File: config.mk
export PLATFORM = sky130hd
export DESIGN_NAME = div_unit
export DESIGN_NICKNAME = d
export VERILOG_FILES = /design/src/rtl/div_unit_pkg.sv /design/src/rtl/div_unit_step.sv /design/src/rtl/div_unit.sv
export SDC_FILE = /design/constraint.sdc
export NUM_CORES = 1
export LEC_CHECK = 0
export BUFFER_PORTS_ARGS = -buffer_cell sky130_fd_sc_hd__buf_4
export CAP_MARGIN = 40
export CORE_MARGIN = 1
export CORE_UTILIZATION = 40
export CTS_CLUSTER_SIZE = 30
export DETAILED_ROUTE_END_ITERATION = 8
export GPL_ROUTABILITY_DRIVEN = 0
export GPL_TIMING_DRIVEN = 0
export SYNTH_ARGS = -nofsm -noshare
export SYNTH_HDL_FRONTEND = slang
export SYNTH_HIERARCHICAL = 1
export SYNTH_SLANG_ARGS = --single-unit
File: constraint.sdc
create_clock -name clk -period 5.3 [get_ports clk]
set_input_delay 0.53 -clock clk [delete_from_list [all_inputs] [get_ports clk]]
set_output_delay 0.53 -clock clk [all_outputs]
set_load 0.03 [all_outputs]
File: src/rtl/div_unit_pkg.sv
`default_nettype none
// ============================================================================
//  Module      : div_unit_pkg
//  Description : Shared width default and FSM encoding for the E-stage divider.
//  Revision    : 1.0 - initial release
// ============================================================================
package div_unit_pkg;

    localparam int c_DIV_WIDTH = 32;

    typedef enum logic [1:0] {
        S_IDLE = 2'd0,
        S_BUSY = 2'd1,
        S_DONE = 2'd2
    } divState_t;

endpackage
`default_nettype wire

File: src/rtl/div_unit_step.sv
`default_nettype none
// ============================================================================
//  Module      : div_unit_step
//  Description : One restoring-division bit: shift {rem, quo} left, trial-subtract.
//  Revision    : 1.0 - initial release
// ============================================================================
module div_unit_step #(
    parameter int WIDTH = 32
) (
    input  logic [WIDTH-1:0] i_rem,
    input  logic [WIDTH-1:0] i_quo,
    input  logic [WIDTH-1:0] i_div,
    output logic [WIDTH-1:0] o_rem,
    output logic [WIDTH-1:0] o_quo
);

    // One extra bit so the shifted remainder never overflows and the borrow is visible.
    logic [WIDTH:0] w_shifted;
    logic [WIDTH:0] w_diff;

    always_comb begin
        w_shifted = {i_rem, i_quo[WIDTH-1]};
        w_diff    = w_shifted - {1'b0, i_div};
        if (w_diff[WIDTH]) begin
            o_rem = w_shifted[WIDTH-1:0];
            o_quo = {i_quo[WIDTH-2:0], 1'b0};
        end else begin
            o_rem = w_diff[WIDTH-1:0];
            o_quo = {i_quo[WIDTH-2:0], 1'b1};
        end
    end

endmodule
`default_nettype wire

File: src/rtl/div_unit.sv
`default_nettype none
// ============================================================================
//  Module      : div_unit
//  Description : Iterative radix-2 restoring divider (DIV/DIVU) with E-stage stall.
//  Revision    : 1.0 - initial release
// ============================================================================
module div_unit
    import div_unit_pkg::*;
#(
    parameter int WIDTH = c_DIV_WIDTH
) (
    input  logic             clk,
    input  logic             resetn,
    input  logic             start,
    input  logic             signed_div,
    input  logic [WIDTH-1:0] opa,
    input  logic [WIDTH-1:0] opb,
    input  logic             annul,
    input  logic             hold,
    output logic             stall_div,
    output logic             ready,
    output logic [WIDTH-1:0] hi,
    output logic [WIDTH-1:0] lo
);

    localparam int                 c_CNT_W     = $clog2(WIDTH + 1);
    localparam logic [c_CNT_W-1:0] c_LAST_STEP = c_CNT_W'(WIDTH - 1);
    localparam logic [c_CNT_W-1:0] c_CNT_ONE   = c_CNT_W'(1);

    divState_t          r_state;
    logic [c_CNT_W-1:0] r_cnt;
    logic [WIDTH-1:0]   r_rem;
    logic [WIDTH-1:0]   r_quo;
    logic [WIDTH-1:0]   r_div;
    logic               r_signQ;
    logic               r_signR;

    logic [WIDTH-1:0]   w_absA;
    logic [WIDTH-1:0]   w_absB;
    logic [WIDTH-1:0]   w_stepRem;
    logic [WIDTH-1:0]   w_stepQuo;
    logic [WIDTH-1:0]   w_quoFix;
    logic [WIDTH-1:0]   w_remFix;

    div_unit_step #(.WIDTH(WIDTH)) u_step (
        .i_rem (r_rem),
        .i_quo (r_quo),
        .i_div (r_div),
        .o_rem (w_stepRem),
        .o_quo (w_stepQuo)
    );

    // Fix-up works on the final step's outputs so hi/lo land exactly on entry to DONE.
    always_comb begin
        w_absA    = (signed_div && opa[WIDTH-1]) ? -opa : opa;
        w_absB    = (signed_div && opb[WIDTH-1]) ? -opb : opb;
        w_quoFix  = r_signQ ? -w_stepQuo : w_stepQuo;
        w_remFix  = r_signR ? -w_stepRem : w_stepRem;
        stall_div = start && !annul && (r_state != S_DONE);
    end

    always_ff @(posedge clk or negedge resetn) begin
        if (!resetn) begin
            r_state <= S_IDLE;
            r_cnt   <= '0;
            r_rem   <= '0;
            r_quo   <= '0;
            r_div   <= '0;
            r_signQ <= 1'b0;
            r_signR <= 1'b0;
            ready   <= 1'b0;
            hi      <= '0;
            lo      <= '0;
        end else if (annul) begin
            r_state <= S_IDLE;
            ready   <= 1'b0;
        end else begin
            case (r_state)
                S_IDLE: begin
                    if (start) begin
                        r_signQ <= signed_div && (opa[WIDTH-1] ^ opb[WIDTH-1]);
                        r_signR <= signed_div && opa[WIDTH-1];
                        r_quo   <= w_absA;
                        r_div   <= w_absB;
                        r_rem   <= '0;
                        r_cnt   <= '0;
                        if (opb == '0) begin
                            lo      <= '1;
                            hi      <= opa;
                            ready   <= 1'b1;
                            r_state <= S_DONE;
                        end else begin
                            r_state <= S_BUSY;
                        end
                    end
                end
                S_BUSY: begin
                    r_rem <= w_stepRem;
                    r_quo <= w_stepQuo;
                    r_cnt <= r_cnt + c_CNT_ONE;
                    if (r_cnt == c_LAST_STEP) begin
                        lo      <= w_quoFix;
                        hi      <= w_remFix;
                        ready   <= 1'b1;
                        r_state <= S_DONE;
                    end
                end
                S_DONE: begin
                    if (!hold) begin
                        ready   <= 1'b0;
                        r_state <= S_IDLE;
                    end
                end
                default: begin
                    ready   <= 1'b0;
                    r_state <= S_IDLE;
                end
            endcase
        end
    end

endmodule
`default_nettype wire

==> run metrics, run 1 <==
Max Slew Vio Count 0; vias per cell 5.54; clock power share 13.9%; Place WS -0.559 ns; DRC 0; slew of the pin with the lowest slew margin 0.915 ns; num ports 136; post-layout min period approximately 5.2 ns; final wirelength 38.8 mm; sequential-to-total area share from yosys stat 34.6%; Reg area 4280 um^2; via count 11400; flops & latches, synth 171; initial antenna violation count 0; worst hold path type in2async; gr usage total 24.6%; CP max-delay cell or4_4; layout cell share with drive strength beyond 1 roughly a fifth; simple-gate share of the synthesized area 18.8%; fill cell count 2983; Cell Rows 64; NetSw 4.55 mW; TritonCTS buffer count 17; Setup WS post-layout just over 0.1 ns; most common cell after layout, fill and taps aside nand2_1; syn nets 1577; first-pass GRT wire length 59.8 mm; starting density of the core roughly 40%; post-DR wirelength/cell 18.9 um; Post-synth EDFFs 0; critical path type reg2reg; CTS Sinks 171; required time of the critical path roughly 5.7 ns; H-tree lvl count 4; crit path DAT 5.56 ns; DIE WIDTH ~180 um; crit path launch type flip-flop; vias in the first global route 10800; mux share of post-synthesis cell area 4.90%; fmax between 0.15 and 0.2 GHz; CTS root buf clkbuf_16; Logic pwr share between 60% and 70%; crit end category flip-flop; Synth cell types 89; Min Hold Slack 0.0146 ns; Static Leak 6.50 nW; post-synthesis compound-gate area fraction 21.0%; commonest cells after routing, fill and taps aside nand2_1 (201), buf_4 (183), dfrtp_1 (171); die area approximately 32000 um^2; NumNets Final 1752; VDD IR max 0.000427 V; mapped cell area around 12000 um^2; largest net degree at the start of global routing 111; Final Core Density 48.8%; Final Hold Viols 0; area grow syn2layout 20.5%; Sw Ratio 46.9%; Antenna Nets Post-Route 0; ys flop type dfrtp_1; total gr overflow 0; share of flip-flops with an asynchronous set or reset after synthesis 100%; DP Cell Count 2001; PD cells 650 nW/um^2; Clock Latency Late Sink 0.44 ns; critical-path maximum fanout 7; clock skew 0.0102 ns; Pint 5.14 mW; adder-cell area share of the yosys netlist 3.90%; reg-to-reg slack, setup 0.10 ns; Final TNS setup 0 ns; max_cap viols 0; Detail Placement HPWL around 30 mm; Reg power frac 20.5%; critical-path cell list inv_1, ha_2, fa_2, and2b_1, o2111ai_2, a21oi_2, o2111ai_2, a211oi_2, nor2_4, mux2i_4, and2_4, buf_12, clkinv_8, buf_12, mux2_4, or4_4, or3_4, o41ai_4, xnor2_1, nand2_1, a21oi_2; multi-input logic area 7400 um^2; Layout Cells excl Fill approximately 2000; Synth Instances about 1500; Tcrit/Tclk final around 98%; DR pass1 iterations 5; Die H 178 um; R2R depth 21; CP peak stage delay 0.55 ns; XOR/XNOR Fraction of Synth Area under 10%; CTS tree done; status complete, no violations; CTS max path bufs 2; synth warn 6; unrepaired setup endpoints after global routing true; Core Area a little over 30000 um^2; largest family of logic cells by synthesized area compound AO/OA/AOI/OAI gates; Mapped Avg Cell Area 8.42 um^2; Inserted Diodes 0; Slew HR 38.9%; Reg clk slew, reported paths about 0.070 ns; I/O Buffers 133; setup violators final 0; # hold bufs at CTS 0; initial DRC count between 800 and 900
==> path summary, 6_finish.rpt <==
check | startpoint | end
worst max-delay path | r_quo[31]$_DFFE_PN0P_ | hi[24]$_DFFE_PN0P_
min in group clk | annul | r_state[1]$_DFFE_PN0P_
worst max register to register | r_quo[31]$_DFFE_PN0P_ | hi[24]$_DFFE_PN0P_
max in group asynchronous | resetn | r_quo[30]$_DFFE_PN0P_
worst min-delay path | resetn | lo[5]$_DFFE_PN0P_
worst min register to register | r_div[24]$_DFFE_PN0P_ | r_div[24]$_DFFE_PN0P_
==> cell usage after synthesis, types with 4 or more instances <==
cell type	instances	area (um^2)
buf_1	15	56.3
o21bai_1	4	30.0
buf_6	7	78.8
o41ai_1	11	96.3
nand3_1	31	155
mux2_2	6	67.6
or3_1	18	113
mux2_4	19	285
nand2_1	203	762
mux2i_1	23	230
ha_1	37	463
a31oi_1	35	219
a21o_1	23	173
clkbuf_1	44	165
buf_2	5	25.0
xnor2_1	63	552
nor2_1	127	477
and3_1	8	50.1
buf_4	34	255
nand2b_1	5	31.3
a21oi_1	78	390
nand4_1	10	62.6
o2111ai_1	5	43.8
nor3b_1	7	52.6
o22ai_1	8	50.1
nor4_1	12	75.1
nor3_1	24	120
o211ai_1	4	30.0
o31ai_2	4	50.1
nor2b_1	7	43.8
inv_1	48	180
dfrtp_1	171	4280
o221ai_1	4	35.0
or4_1	11	82.6
o21a_1	7	52.6
o21ai_1	6	30.0
o31ai_1	30	225
a211oi_1	9	67.6
xor2_1	75	657
o21ai_0	159	796
==> critical path: cells and delay by family (launching register included) <==
kind	cells	cell delay [ns]
adders and majority gates	2	0.54
and+or+nand+nor	6	1.63
buffers and inverters	4	0.40
DFF	1	0.43
AOI/OAI and AO/OA	6	1.45
muxes	2	0.52
xor gates and xnor gates	1	0.15
==> metrics by stage <==
| stage | power (mW) | instance area (um^2) |
|---|---|---|
| 3_5_place_dp | 7.39 | 13900 |
| 2_1_floorplan | 5.92 | 12400 |
| 4_1_cts | 8.86 | 14600 |
| 5_1_grt | 10.3 | 14900 |
| 6_report | 9.69 | 14900 |
| 3_3_place_gp | 7.32 | 13900 |
==> flip-flops by register name, indices dropped and copies added (netlist names) <==
signal and flops:
hi 32, r_cnt 6, r_signQ 1, r_rem 32, r_signR 1, r_state 2, lo 32, ready 1
r_quo 32, r_div 32
==> kinds of logic after synthesis <==
logic type	after synthesis
buffers and inverters	160
adders and majority gates	38
and+or+nand+nor	495
muxes	49
AOI/OAI and AO/OA	418
xor gates and xnor gates	138
DFF	171
==> layer usage <==
layer | wire, um | global-route usage, %
met2 | 18900 | 42.4
met3 | 1870 | 3.47
met4 | 1040 | 8.30
met5 | 0 | 0
met1 | 17000 | 31.5
==> layout make-up <==
type	count	share of cell area (%)
Buffer	110	4.58
Clock buffer	17	2.85
Clock inverter	14	1.23
Inverter	49	1.32
Multi-Input combinational cell	1138	49.6
Sequential cell	171	28.7
Tap cell	396	3.33
Timing Repair Buffer	157	8.35
==> power groups by stage <==
| stage | Sequential, mW | Clock [mW] | Combinational [mW] |
|---|---|---|---|
| final | 1.98 | 1.34 | 6.37 |
| after floorplan | 2.33 | 0 | 3.59 |
| after global routing | 2.03 | 1.42 | 6.83 |
| after detailed placement | 2.00 | 0 | 5.38 |
| after global placement | 1.99 | 0 | 5.33 |
| after CTS | 1.98 | 1.36 | 5.52 |
==> what timing repair did <==
| item | CTS | global route |
|---|---|---|
| hold endpoints to repair | 0 | 0 |
| gates resized for setup | 7 | 29 |
| gates cloned | 0 | 2 |
| setup buffers | 3 | 15 |
| setup endpoints to repair | 21 | 20 |
| pin swaps | 2 | 17 |
No activity file was read; power rests on OpenSTA's default activity.
==> run 2: changes to the inputs <==
--- a/config.mk
+++ b/config.mk
@@ -13,6 +13,7 @@
 export DETAILED_ROUTE_END_ITERATION = 8
 export GPL_ROUTABILITY_DRIVEN = 0
 export GPL_TIMING_DRIVEN = 0
+export PLACE_DENSITY = 0.65
 export SYNTH_ARGS = -nofsm -noshare
 export SYNTH_HDL_FRONTEND = slang
 export SYNTH_HIERARCHICAL = 1
==> run 2 against run 1 <==
Against the previous run:
- the run now ends with setup timing left
- worst hold slack better by 0.10 ns
- flip-flop and latch count unchanged
- count of clock-buffer cells in the layout is 3 higher
- critical path depth stayed put
- sequential power about the same
- die area did not move
- largest power group unchanged
==> run metrics, run 2 (same netlist as run 1, synthesis figures left out) <==
status complete, but fails checks; violated checks setup timing; Slew HR 40.7%; Core Area 30500 um^2; TritonCTS buffer count 17; met1 usage 31.0%; R2R depth 21; area grow syn2layout 20.5%; Static Leak around 6.5 nW; fmax 0.188 GHz; Tcrit/Tclk final 100%; most common cell after layout, fill and taps aside nand2_1; slew of the pin with the lowest slew margin between 0.8 and 0.9 ns; DR pass1 iterations 7; critical path type reg2reg; vias in the first global route 10800; H-tree lvl count 4; CTS max path bufs 2; clock power share 13.0%; CTS Sinks 171; first-pass GRT wire length 58.5 mm; unrepaired setup endpoints after global routing true; crit path DAT 5.68 ns; vias per cell 5.59; Reg2Reg Capture Point hi[30]$_DFFE_PN0P_; setup violators final 1; initial antenna violation count 0; Reg power frac a little over a fifth; crit end category flip-flop; Logic pwr share 66.2%; die area 31600 um^2; GR Util met3 3.23%; GRT met2 Usage 41.1%; CP Launch Point r_quo[31]$_DFFE_PN0P_; fill cell count 2974; Final Hold Viols 0; most used routing layer met2; Inserted Diodes 0; beginning of the worst register-to-register path r_quo[31]$_DFFE_PN0P_; post-DR wirelength/cell 18.5 um; worst hold path type in2async; # hold bufs at CTS 0; commonest cells after routing, fill and taps aside nand2_1 (200), buf_4 (199), dfrtp_1 (171); largest net degree at the start of global routing between 90 and 100; Pint 5.09 mW; VDD IR max 0.000344 V; Max Slew Vio Count 0; DP Cell Count 2002; critical-path maximum fanout 8; initial DRC count 1011; CTS tree done; Sw Ratio 46.5%; Die H 178 um; final wirelength 38.2 mm; Setup WS post-layout -0.00747 ns; Layout Cells excl Fill 2066; Tot Pwr 9.52 mW; Antenna Nets Post-Route 0; NetSw 4.42 mW; crit path launch type flip-flop; clock skew roughly 0.013 ns; DRC 0; CTS root buf clkbuf_16; num ports 136; post-layout min period 5.31 ns; starting density of the core between 40% and 50%; reg-to-reg slack, setup -0.007 ns; gr usage total 24.1%; max_cap viols 0; total gr overflow 0; Cell Rows 64; via count 11600; layout cell share with drive strength beyond 1 19.8%; NumNets Final 1766; Reg clk slew, reported paths 0.07 ns; Clock Latency Late Sink 0.44 ns; I/O Buffers 133; PD cells 638 nW/um^2; Detail Placement HPWL 29.5 mm; required time of the critical path 5.67 ns; DIE WIDTH between 150 and 200 um
[run 2: changes by cell type in the layout (fill, tap and decap cells not counted), sizes merged]
cell and change:
inv -4, clkinvlp +2, clkbuf +2, bufinv -2, buf +15, clkinv +1
[run 2: worst max-delay path: stages, from the launching register on]
cell and delay [ns]:
dfrtp_1 0.42, inv_1 0.07, ha_2 0.20, fa_2 0.34, and2b_1 0.24, o2111ai_2 0.17
a21oi_2 0.23, o2111ai_2 0.21, a211oi_2 0.34, nor2_4 0.08, mux2i_4 0.21, and2_4 0.20
buf_12 0.13, clkinv_8 0.07, buf_16 0.13, mux2_4 0.33, or4_4 0.57, or4_4 0.57
o41ai_4 0.39, xnor2_1 0.15, nor2_1 0.06, o21ai_1 0.13
[run 2: how the worst max path moves through the flow]
stage,cells after the start,to
2_1_floorplan,22,hi[31]$_DFFE_PN0P_
3_3_place_gp,22,hi[24]$_DFFE_PN0P_
3_5_place_dp,22,hi[24]$_DFFE_PN0P_
4_1_cts,22,hi[31]$_DFFE_PN0P_
5_1_grt,21,hi[30]$_DFFE_PN0P_
6_report,21,hi[30]$_DFFE_PN0P_
[run 2: layout make-up]
type | count | area, um^2 | area share (%)
multi-input combinational | 1138 | 7350 | 49.3
sequential | 171 | 4280 | 28.7
timing repair buffer | 171 | 1330 | 8.90
buffer | 110 | 689 | 4.62
tap | 396 | 495 | 3.32
clock buffer | 20 | 457 | 3.06
inverter | 49 | 196 | 1.32
clock inverter | 11 | 110 | 0.739
[run 2: power groups by stage]
stage	Sequential, mW	Combinational [mW]	Clock (mW)
2_1_floorplan	2.33	3.59	0
3_3_place_gp	1.99	5.28	0
3_5_place_dp	2.01	5.37	0
4_1_cts	1.98	5.54	1.25
5_1_grt	2.03	6.76	1.31
6_report	1.98	6.30	1.24
[run 2: timing repair]
item | 4_1_cts | 5_1_grt
endpoints found under the setup margin | 22 | 18
cloned | 0 | 1
resized for setup | 9 | 22
setup buffers | 4 | 29
pin swaps | 3 | 14
[run 2: metrics by stage]
step                utilization [%]  TNS [ns]  area [um^2]  hold WS, ns  setup slack [ns]
finish                         48.9  -0.00747        14900        0.116          -0.00747
floorplan                         -         0        12400        0.234             0.332
detailed placement             45.6     -7.70        13900        0.470            -0.626
global placement               45.4     -6.91        13900        0.464            -0.575
CTS                            47.7         0        14600        0.132            0.0132
global route                   48.9    -0.643        14900        0.159            -0.129
[run 2: routing by layer]
metal	vias up	wire length, um
met5	-	0
met4	0	1120
met3	74	2520
met2	464	18200
met1	5451	16300
li1	5567	-
